File: src/rtl/lumi_crdt_sched.sv
// lumi_crdt_sched
//   Link-level credit scheduler. Tracks credits freed by the local rx FIFOs
//   (loc_*), periodically advertises them to the link partner as cumulative
//   counts, and gates local tx traffic on the partner's advertised limits
//   (lim_*) against what has already been consumed (used_*).
//
// Ports
//   clk, reset                        single clock, synchronous active-high reset
//   csr_rxen, csr_txcrdt_en           both high to run the scheduler
//   csr_txcrdt_intrvl                 cycles between update checks (0 acts as 1)
//   csr_rxcrdt_req_init/_resp_init    initial credits per channel
//   rx_req_pop, rx_resp_pop           one local rx FIFO entry freed
//   crdt_valid/crdt_data/crdt_ready   outgoing update {resp,req}
//   rmt_crdt_valid/rmt_crdt_data      partner update {resp,req} -> tx limits
//   tx_*_valid / tx_*_ok              tx credit request / grant per channel
//   csr_*_txcrdt_navail/_avail        saturating stall / grant cycle counters
module lumi_crdt_sched #(
  parameter int unsigned CRDTW = 16,
  parameter int unsigned PCW   = 32
) (
  input  logic               clk,
  input  logic               reset,
  input  logic               csr_rxen,
  input  logic               csr_txcrdt_en,
  input  logic [15:0]        csr_txcrdt_intrvl,
  input  logic [CRDTW-1:0]   csr_rxcrdt_req_init,
  input  logic [CRDTW-1:0]   csr_rxcrdt_resp_init,
  input  logic               rx_req_pop,
  input  logic               rx_resp_pop,
  output logic               crdt_valid,
  output logic [2*CRDTW-1:0] crdt_data,
  input  logic               crdt_ready,
  input  logic               rmt_crdt_valid,
  input  logic [2*CRDTW-1:0] rmt_crdt_data,
  input  logic               tx_req_valid,
  input  logic               tx_resp_valid,
  output logic               tx_req_ok,
  output logic               tx_resp_ok,
  output logic [PCW-1:0]     csr_req_txcrdt_navail,
  output logic [PCW-1:0]     csr_resp_txcrdt_navail,
  output logic [PCW-1:0]     csr_req_txcrdt_avail,
  output logic [PCW-1:0]     csr_resp_txcrdt_avail
);

  typedef enum logic [1:0] {IDLE, INIT, WAIT, SEND} state_e;

  state_e             state_q;
  logic [15:0]        timer_q;
  logic [2*CRDTW-1:0] last_q;
  logic               crdt_valid_q;
  logic [2*CRDTW-1:0] crdt_data_q;

  logic [CRDTW-1:0] loc_req_q, loc_req_d, loc_resp_q, loc_resp_d;
  logic [CRDTW-1:0] lim_req_q, lim_req_d, lim_resp_q, lim_resp_d;
  logic [CRDTW-1:0] used_req_q, used_req_d, used_resp_q, used_resp_d;
  logic [PCW-1:0]   req_navail_q, req_navail_d, resp_navail_q, resp_navail_d;
  logic [PCW-1:0]   req_avail_q, req_avail_d, resp_avail_q, resp_avail_d;

  logic               enable;
  logic               active;
  logic [15:0]        intrvl_m1;
  logic [2*CRDTW-1:0] loc_cat;
  logic [CRDTW-1:0]   req_room, resp_room;

  assign enable    = csr_rxen & csr_txcrdt_en;
  assign active    = (state_q == WAIT) || (state_q == SEND);
  assign intrvl_m1 = (csr_txcrdt_intrvl == '0) ? '0 : csr_txcrdt_intrvl - 16'd1;
  assign loc_cat   = {loc_resp_q, loc_req_q};

  // Room is modular so a used counter that wrapped past the limit still
  // yields the right number of grants.
  assign req_room   = lim_req_q - used_req_q;
  assign resp_room  = lim_resp_q - used_resp_q;
  assign tx_req_ok  = active && (req_room != '0);
  assign tx_resp_ok = active && (resp_room != '0);

  function automatic logic [PCW-1:0] sat_inc(input logic [PCW-1:0] v, input logic inc);
    return (inc && (v != '1)) ? v + PCW'(1) : v;
  endfunction

  // Update FSM. crdt_data is snapshotted on SEND entry and held until the
  // handshake; a disable in SEND only takes effect once the handshake is done.
  always_ff @(posedge clk) begin
    if (reset) begin
      state_q      <= IDLE;
      timer_q      <= '0;
      last_q       <= '0;
      crdt_valid_q <= 1'b0;
      crdt_data_q  <= '0;
    end else begin
      case (state_q)
        IDLE: begin
          if (enable) state_q <= INIT;
        end
        INIT: begin
          state_q      <= SEND;
          crdt_valid_q <= 1'b1;
          crdt_data_q  <= {csr_rxcrdt_resp_init, csr_rxcrdt_req_init};
        end
        WAIT: begin
          if (!enable) begin
            state_q <= IDLE;
          end else if (timer_q == intrvl_m1) begin
            if (loc_cat != last_q) begin
              state_q      <= SEND;
              crdt_valid_q <= 1'b1;
              crdt_data_q  <= loc_cat;
            end else begin
              timer_q <= '0;
            end
          end else begin
            timer_q <= timer_q + 16'd1;
          end
        end
        SEND: begin
          if (crdt_valid_q && crdt_ready) begin
            crdt_valid_q <= 1'b0;
            last_q       <= crdt_data_q;
            timer_q      <= '0;
            state_q      <= enable ? WAIT : IDLE;
          end
        end
        default: state_q <= IDLE;
      endcase
    end
  end

  assign crdt_valid = crdt_valid_q;
  assign crdt_data  = crdt_data_q;

  always_comb begin
    loc_req_d     = loc_req_q;
    loc_resp_d    = loc_resp_q;
    lim_req_d     = lim_req_q;
    lim_resp_d    = lim_resp_q;
    used_req_d    = used_req_q;
    used_resp_d   = used_resp_q;
    req_navail_d  = req_navail_q;
    resp_navail_d = resp_navail_q;
    req_avail_d   = req_avail_q;
    resp_avail_d  = resp_avail_q;
    if (state_q == INIT) begin
      loc_req_d     = csr_rxcrdt_req_init;
      loc_resp_d    = csr_rxcrdt_resp_init;
      lim_req_d     = csr_rxcrdt_req_init;
      lim_resp_d    = csr_rxcrdt_resp_init;
      used_req_d    = '0;
      used_resp_d   = '0;
      req_navail_d  = '0;
      resp_navail_d = '0;
      req_avail_d   = '0;
      resp_avail_d  = '0;
    end else if (active) begin
      if (rx_req_pop)  loc_req_d  = loc_req_q + CRDTW'(1);
      if (rx_resp_pop) loc_resp_d = loc_resp_q + CRDTW'(1);
      // Limit reload and consumption touch separate registers, so a
      // same-cycle remote update and grant both land.
      if (rmt_crdt_valid) begin
        lim_req_d  = rmt_crdt_data[CRDTW-1:0];
        lim_resp_d = rmt_crdt_data[2*CRDTW-1:CRDTW];
      end
      if (tx_req_valid && tx_req_ok)   used_req_d  = used_req_q + CRDTW'(1);
      if (tx_resp_valid && tx_resp_ok) used_resp_d = used_resp_q + CRDTW'(1);
      req_navail_d  = sat_inc(req_navail_q,  tx_req_valid  && !tx_req_ok);
      resp_navail_d = sat_inc(resp_navail_q, tx_resp_valid && !tx_resp_ok);
      req_avail_d   = sat_inc(req_avail_q,   tx_req_valid  && tx_req_ok);
      resp_avail_d  = sat_inc(resp_avail_q,  tx_resp_valid && tx_resp_ok);
    end
  end

  always_ff @(posedge clk) begin
    if (reset) begin
      loc_req_q     <= '0;
      loc_resp_q    <= '0;
      lim_req_q     <= '0;
      lim_resp_q    <= '0;
      used_req_q    <= '0;
      used_resp_q   <= '0;
      req_navail_q  <= '0;
      resp_navail_q <= '0;
      req_avail_q   <= '0;
      resp_avail_q  <= '0;
    end else begin
      loc_req_q     <= loc_req_d;
      loc_resp_q    <= loc_resp_d;
      lim_req_q     <= lim_req_d;
      lim_resp_q    <= lim_resp_d;
      used_req_q    <= used_req_d;
      used_resp_q   <= used_resp_d;
      req_navail_q  <= req_navail_d;
      resp_navail_q <= resp_navail_d;
      req_avail_q   <= req_avail_d;
      resp_avail_q  <= resp_avail_d;
    end
  end

  assign csr_req_txcrdt_navail  = req_navail_q;
  assign csr_resp_txcrdt_navail = resp_navail_q;
  assign csr_req_txcrdt_avail   = req_avail_q;
  assign csr_resp_txcrdt_avail  = resp_avail_q;

endmodule

File: config.mk
export PLATFORM = sky130hd
export DESIGN_NAME = lumi_crdt_sched
export DESIGN_NICKNAME = d
export VERILOG_FILES = /design/src/rtl/lumi_crdt_sched.sv
export SDC_FILE = /design/constraint.sdc
export NUM_CORES = 1
export LEC_CHECK = 0
export BUFFER_PORTS_ARGS = -buffer_cell sky130_fd_sc_hd__buf_4
export CAP_MARGIN = 20
export CORE_ASPECT_RATIO = 0.5
export CORE_UTILIZATION = 30
export DETAILED_ROUTE_END_ITERATION = 8
export GPL_ROUTABILITY_DRIVEN = 0
export MAX_ROUTING_LAYER = met4
export PLACE_DENSITY = 0.5
export SYNTH_ARGS = -nofsm -noshare
export SYNTH_HDL_FRONTEND = slang
export SYNTH_SLANG_ARGS = --single-unit
File: constraint.sdc
create_clock -name clk -period 4.7 [get_ports clk]
set_clock_uncertainty 0.05 [all_clocks]
set_input_delay 0.235 -clock clk [delete_from_list [all_inputs] [get_ports clk]]
set_output_delay 0.235 -clock clk [all_outputs]
set_load 0.01 [all_outputs]
Word level (Yosys, flattened, before mapping)
Cells that the tools add are included.
{"block": "op_classes", "add_sub_neg": 12, "eq_ne": 17, "mux": 34, "n_bitwise": 1, "n_reduce_logical": 40}
{"op": "$mux W16", "n": 17}
{"op": "$add A32 B1 Y32 const B", "n": 4}
{"op": "$ne A32 B32 Y1 const B", "n": 4}
{"op": "$mux W32", "n": 3}
{"op": "$add A16 B1 Y16 const B", "n": 5}
{"op": "$pmux W32 S2", "n": 1}
{"op": "$ne A32 B32 Y1", "n": 1}
{"op": "$pmux W16 S2", "n": 1}
{"op": "$reduce_bool A16 Y1", "n": 2}
{"op": "$sub A16 B16 Y16", "n": 2}
{"op": "$reduce_and A2 Y1", "n": 10}
{"op": "$eq A16 B16 Y1", "n": 1}
{"op": "$logic_not A16 Y1", "n": 1}
{"op": "$sub A16 B1 Y16 const B", "n": 1}
{"op": "$mux W2", "n": 6}
{"op": "$reduce_and A4 Y1", "n": 3}
{"op": "$reduce_bool A2 Y1", "n": 6}
{"op": "$logic_and A1 B1 Y1", "n": 11}
{"op": "$pmux W2 S4", "n": 1}
{"op": "$ne A2 B1 Y1 const B", "n": 3}
{"op": "$ne A3 B2 Y1 const B", "n": 2}
{"op": "$reduce_and A5 Y1", "n": 1}
{"op": "$eq A2 B2 Y1 const B", "n": 2}
{"op": "$mux W1", "n": 4}
{"op": "10 further kinds", "n": 12}
{"block": "word_totals", "ff_bits": 307, "in_bits": 90, "out_inout_bits": 163, "word_cells": 119}

Logic depth before layout (Yosys ltp)
{"block": "logic_depth", "word_depth": 7, "mapped_depth": 16, "mapped_depth_nobuf": 12}

Worst setup path after synthesis
OpenSTA, ideal clock, no wires.
{"block": "synth_timing", "kind": "register to register", "startpoint": "reg used_req_q[3]", "endpoint": "reg req_navail_q[29] (netlist: csr_req_txcrdt_navail[29])", "setup_ns": 0.071, "t_arrival_ns": 3.414, "required_time_ns": 4.579, "slack_ns": 1.165, "path_stages_with_launch": 15, "n_path_buf": 3, "synth_period_minus_slack_ns": 3.535, "path_cell_list": "dfxtp_1 inv_1 ha_1 o21ai_1 a21oi_1 or3_4 a2111oi_4 o2111ai_1 or3b_1 buf_2 or3_1 buf_2 buf_6 or3_1 a21oi_1"}
{"block": "synth_between", "elab_chain_len": 7}
{"item": "from (decl)", "line_no": "55", "rtl": "logic [CRDTW-1:0] used_req_q, used_req_d, used_resp_q, used_resp_d;"}
{"item": "from (signal assigned)", "line_no": "188", "rtl": "used_req_q <= used_req_d;"}
{"item": "$sub A16 B16 Y16", "line_no": "72", "rtl": "assign req_room = lim_req_q - used_req_q;"}
{"item": "$reduce_bool A16 Y1", "line_no": "74", "rtl": "assign tx_req_ok = active && (req_room != '0);"}
{"item": "$logic_and A1 B1 Y1", "line_no": "74"}
{"item": "$logic_not A1 Y1", "line_no": "164", "rtl": "req_navail_d = sat_inc(req_navail_q, tx_req_valid && !tx_req_ok);"}
{"item": "$logic_and A1 B1 Y1", "line_no": "164"}
{"item": "$logic_and A1 B1 Y1", "line_no": "78", "rtl": "return (inc && (v != '1)) ? v + PCW'(1) : v;"}
{"item": "$reduce_and A2 Y1 (no line)"}
{"item": "to (signal assigned)", "line_no": "190", "rtl": "req_navail_q <= req_navail_d;"}
{"item": "to (decl)", "line_no": "56", "rtl": "logic [PCW-1:0] req_navail_q, req_navail_d, resp_navail_q, resp_navail_d;"}
Every way passes these cells.
A chain may end at the register's enable or synchronous reset.

Worst setup path in the final report
{"block": "layout_timing", "startpoint": "reg used_resp_q[2]", "endpoint": "reg resp_navail_q[10] (netlist: csr_resp_txcrdt_navail[10])"}
{"block": "layout_between", "elab_chain_len": 7}
{"item": "from (decl)", "line_no": "55"}
{"item": "from (signal assigned)", "line_no": "189", "rtl": "used_resp_q <= used_resp_d;"}
{"item": "$sub A16 B16 Y16", "line_no": "73", "rtl": "assign resp_room = lim_resp_q - used_resp_q;"}
{"item": "$reduce_bool A16 Y1", "line_no": "75", "rtl": "assign tx_resp_ok = active && (resp_room != '0);"}
{"item": "$logic_and A1 B1 Y1", "line_no": "75"}
{"item": "$logic_not A1 Y1", "line_no": "165", "rtl": "resp_navail_d = sat_inc(resp_navail_q, tx_resp_valid && !tx_resp_ok);"}
{"item": "$logic_and A1 B1 Y1", "line_no": "165"}
{"item": "$logic_and A1 B1 Y1", "line_no": "78"}
{"item": "$reduce_and A2 Y1 (no line)"}
{"item": "to (signal assigned)", "line_no": "191", "rtl": "resp_navail_q <= resp_navail_d;"}
{"item": "to (decl)", "line_no": "56"}
Every way passes these cells.

==> results.tsv <==
stage	metric	value	unit
floorplanning	start_util	30.6	%
setup_path	worstSetupEndpoint	csr_resp_txcrdt_navail[10]$_SDFFE_PP0P_	
synthesis	synth_edf_count	0	
sta	slew_headroom	34.3	%
placed_design	port_buffers	252	
floorplanning	num_io_pins	253	
sta	finalCritPeriodShare	91.0	%
drt	avgViaCountPerCell	5.07	
setup_path	cp.arrival	4.68	ns
setup_path	cp_max_fo	14	
layout	drive_above_1_share	17.0	%
clocking	root_buffer	clkbuf_16	
sta	setup_violations	0	
sta	finalCriticalPeriod	4.28	ns
layout	regArea	0.00615	mm2
drt	drc_errors	0	
drt	drt_first_pass_iters	5	
drt	vias	16200	
placed_design	place_hpwl	40000	um
layout	antenna_cells	0	
global_routing	grt_pass1_vias	15300	
layout	multi_input_area	0.0103	mm2
layout	nets	2536	
sta	slew_violations	0	
clocking	cts_tree	built	
run	maxCapViolCount	0	
drt	ant_nets	0	
synthesis	synth_nets	2279	
setup_path	worstSetupEndpointType	flop	
clocking	cts-htree-levels	2	
synthesis	netlist_area	0.0171	mm2
setup_path	cp.required	5.10	ns
setup_path	worst_setup_path_start_kind	flop	
clocking	cts_resized	0	
sta	rsz0062_at_grt	false	
floorplanning	core	0.0559	mm2
status	outcome	complete, no violations	
layout	fillers	5853	
drt	wl_per_cell	17.4	um
clocking	numClockSinks	307	
clocking	cts_setup_buffers	0	
global_routing	grt_start_max_net_pins	88	
clocking	path_clk_slew	0.07	ns
synthesis	synth-async-reset-ratio	0	%
sta	finalHoldViolations	0	
synthesis	yosysUniqueCellTypes	92	
synthesis	syn_area_per_cell	7.97	um2
floorplanning	die_h	171	um
synthesis	ys_ff_latch	307	
drt	routed_wl	55500	um
clocking	clockBufferDepth	3	
global_routing	grt.total_usage	19.2	%
synthesis	ys_seq_area_share	35.9	%
setup_path	r2r_end	csr_resp_txcrdt_navail[10]$_SDFFE_PP0P_	
sta	tns	0	ns
floorplanning	die_area	0.0581	mm2
sta	max_freq	0.234	GHz
synthesis	ys.flop_type	dfxtp_1	
global_routing	gr-total-overflow	0	
drt	drt-initial-drc-count	1028	
power	ir_drop	0.000173	V
placed_design	place_area	0.0197	mm2
clocking	numCtsBuffers	34	
setup_path	r2r-start	used_resp_q[2]$_SDFFE_PP0P_	
power	power.density	309	mW/mm2
sta	tightest_slew	0.973	ns
global_routing	grt_antenna_before_repair	0	
floorplanning	rows	61	
clocking	clock_latency	0.53	ns
setup_path	rrSetupSlack	0.42	ns
synthesis	syn_inst	2149	
layout	area_growth	25.8	%
setup_path	setup.worst_path.start	used_resp_q[2]$_SDFFE_PP0P_	
setup_path	path_class	flop to flop	
floorplanning	fp.dieW	340	um
power	power.leakage	8.49	nW
clocking	postCtsHoldBufs	62	
synthesis	ys_warn_count	0	
layout	final_cell_area	0.0215	mm2
worst_hold_path	hp-class	input pin to flop	
setup_path	r2r_cells	12	
global_routing	grt_pass1_wl	87000	um
state kept, by name (all words and copies together), names as in the netlist:
register                cells
lim_req_q                  16
state_q                     2
timer_q                    16
used_resp_q                16
lim_resp_q                 16
crdt_valid                  1
used_req_q                 16
csr_req_txcrdt_navail      32
last_q                     32
loc_req_q                  16
crdt_data                  32
loc_resp_q                 16
csr_resp_txcrdt_navail     32
csr_req_txcrdt_avail       32
csr_resp_txcrdt_avail      32
per-stage QoR:
step | cells | hold slack, ns | power (mW) | util, % | setup WS, ns
after floorplan | 2149 | 0.344 | 3.45 | - | 1.17
after global placement | 3064 | 0.404 | 3.77 | 35.3 | 0.510
after detailed placement | 3064 | 0.408 | 3.76 | 35.3 | 0.477
after CTS | 3186 | 0.00718 | 6.75 | 38.5 | 0.420
after global routing | 3186 | 0.0196 | 6.99 | 38.5 | 0.0441
final | 3186 | 0.0222 | 6.67 | 38.5 | 0.423
kinds of logic (layout without fill, tap and decap cells):
group / Yosys count / count (layout) / synth area share, %
compound gates: 354 / 354 / 13.8
xor+xnor: 189 / 189 / 9.74
fa+ha+maj: 40 / 40 / 2.92
buf+inv: 193 / 474 / 4.53
flops: 307 / 307 / 35.9
mux: 81 / 81 / 4.97
simple gates: 985 / 985 / 28.2
synthesized netlist by cell type (all sizes together), types with 5 or more instances:
master / instances / share of area [%]
a2111oi: 9 / 0.58
a211o: 5 / 0.26
a211oi: 15 / 0.69
a21o: 9 / 0.39
a21oi: 117 / 3.5
a311oi: 38 / 1.9
a31oi: 9 / 0.33
and2: 17 / 0.64
and3: 59 / 2.2
and4: 13 / 0.66
buf: 24 / 0.83
clkbuf: 99 / 2.2
dfxtp: 307 / 36
ha: 40 / 2.9
inv: 70 / 1.5
mux2: 32 / 2.1
mux2i: 49 / 2.9
nand2: 294 / 6.5
nand2b: 13 / 0.47
nand3: 79 / 2.3
nand4: 73 / 2.7
nor2: 254 / 5.6
nor2b: 17 / 0.66
nor3: 56 / 1.8
nor4: 38 / 1.6
o211ai: 11 / 0.48
o21a: 6 / 0.26
o21ai: 66 / 2.0
o311ai: 5 / 0.30
o31ai: 16 / 0.70
or2: 6 / 0.22
or3: 35 / 1.3
or4: 17 / 0.77
xnor2: 102 / 5.2
xor2: 86 / 4.4
placed cells by master (no fill, tap or decap), drive strengths merged, types with 59 or more instances in the layout:
cell	n
o21ai	66
a21oi	117
xnor2	102
dfxtp	307
buf	282
and3	59
nand3	79
xor2	86
inv	76
dlygate4sd3	62
nand2	294
nand4	73
nor2	254
worst min path at each step:
stage | startpoint | to | slack (ns) | depth (start not counted)
finish | csr_rxcrdt_req_init[4] | loc_req_q[4]$_SDFFE_PP0P_ | 0.02 | 3
global route | csr_rxcrdt_req_init[4] | lim_req_q[4]$_SDFFE_PP0P_ | 0.02 | 3
CTS | csr_rxcrdt_req_init[4] | loc_req_q[4]$_SDFFE_PP0P_ | 0.007 | 3
detailed placement | last_q[31]$_SDFFE_PP0P_ | last_q[31]$_SDFFE_PP0P_ | 0.41 | 2
global placement | last_q[2]$_SDFFE_PP0P_ | last_q[2]$_SDFFE_PP0P_ | 0.40 | 2
floorplan | csr_rxcrdt_resp_init[11] | loc_resp_q[11]$_SDFFE_PP0P_ | 0.34 | 2
routing by layer:
| metal | global-route usage (%) | wire length, um | vias to the layer above |
|---|---|---|---|
| li1 | - | - | 8129 |
| met1 | 25.1 | 26100 | 7649 |
| met4 | 4.72 | 1270 | 0 |
| met3 | 2.51 | 2050 | 88 |
| met5 | - | 0 | - |
| met2 | 31.2 | 26100 | 293 |
where the power goes:
| part | leakage (nW) | total, mW | switching [mW] | internal (mW) |
|---|---|---|---|---|
| Clock | 0.585 | 2.91 | 1.20 | 1.71 |
| Sequential | 2.48 | 2.75 | 0.0825 | 2.67 |
| Combinational | 5.42 | 1.01 | 0.566 | 0.443 |
| Total | 8.49 | 6.67 | 1.84 | 4.82 |
area by class of cell:
class	count	area share (%)
clock buffers	45	4.56
clock inverters	15	0.946
inverters	70	1.22
multi-input cells	1649	47.6
flip-flops and latches	307	28.5
well taps	756	4.39
repair buffers	344	12.8
worst max-delay path, stage by stage, from the launching register on:
cell and delay (ns):
dfxtp_1 0.42, inv_1 0.11, ha_1 0.33, o21ai_0 0.17, a21oi_1 0.11, o21a_1 0.27
a21o_1 0.21, a211o_1 0.22, a2111oi_1 0.66, and2_1 0.61, nand2_1 0.35, or4_1 0.55
a21oi_1 0.15
No activity file was read; power rests on OpenSTA's default activity.
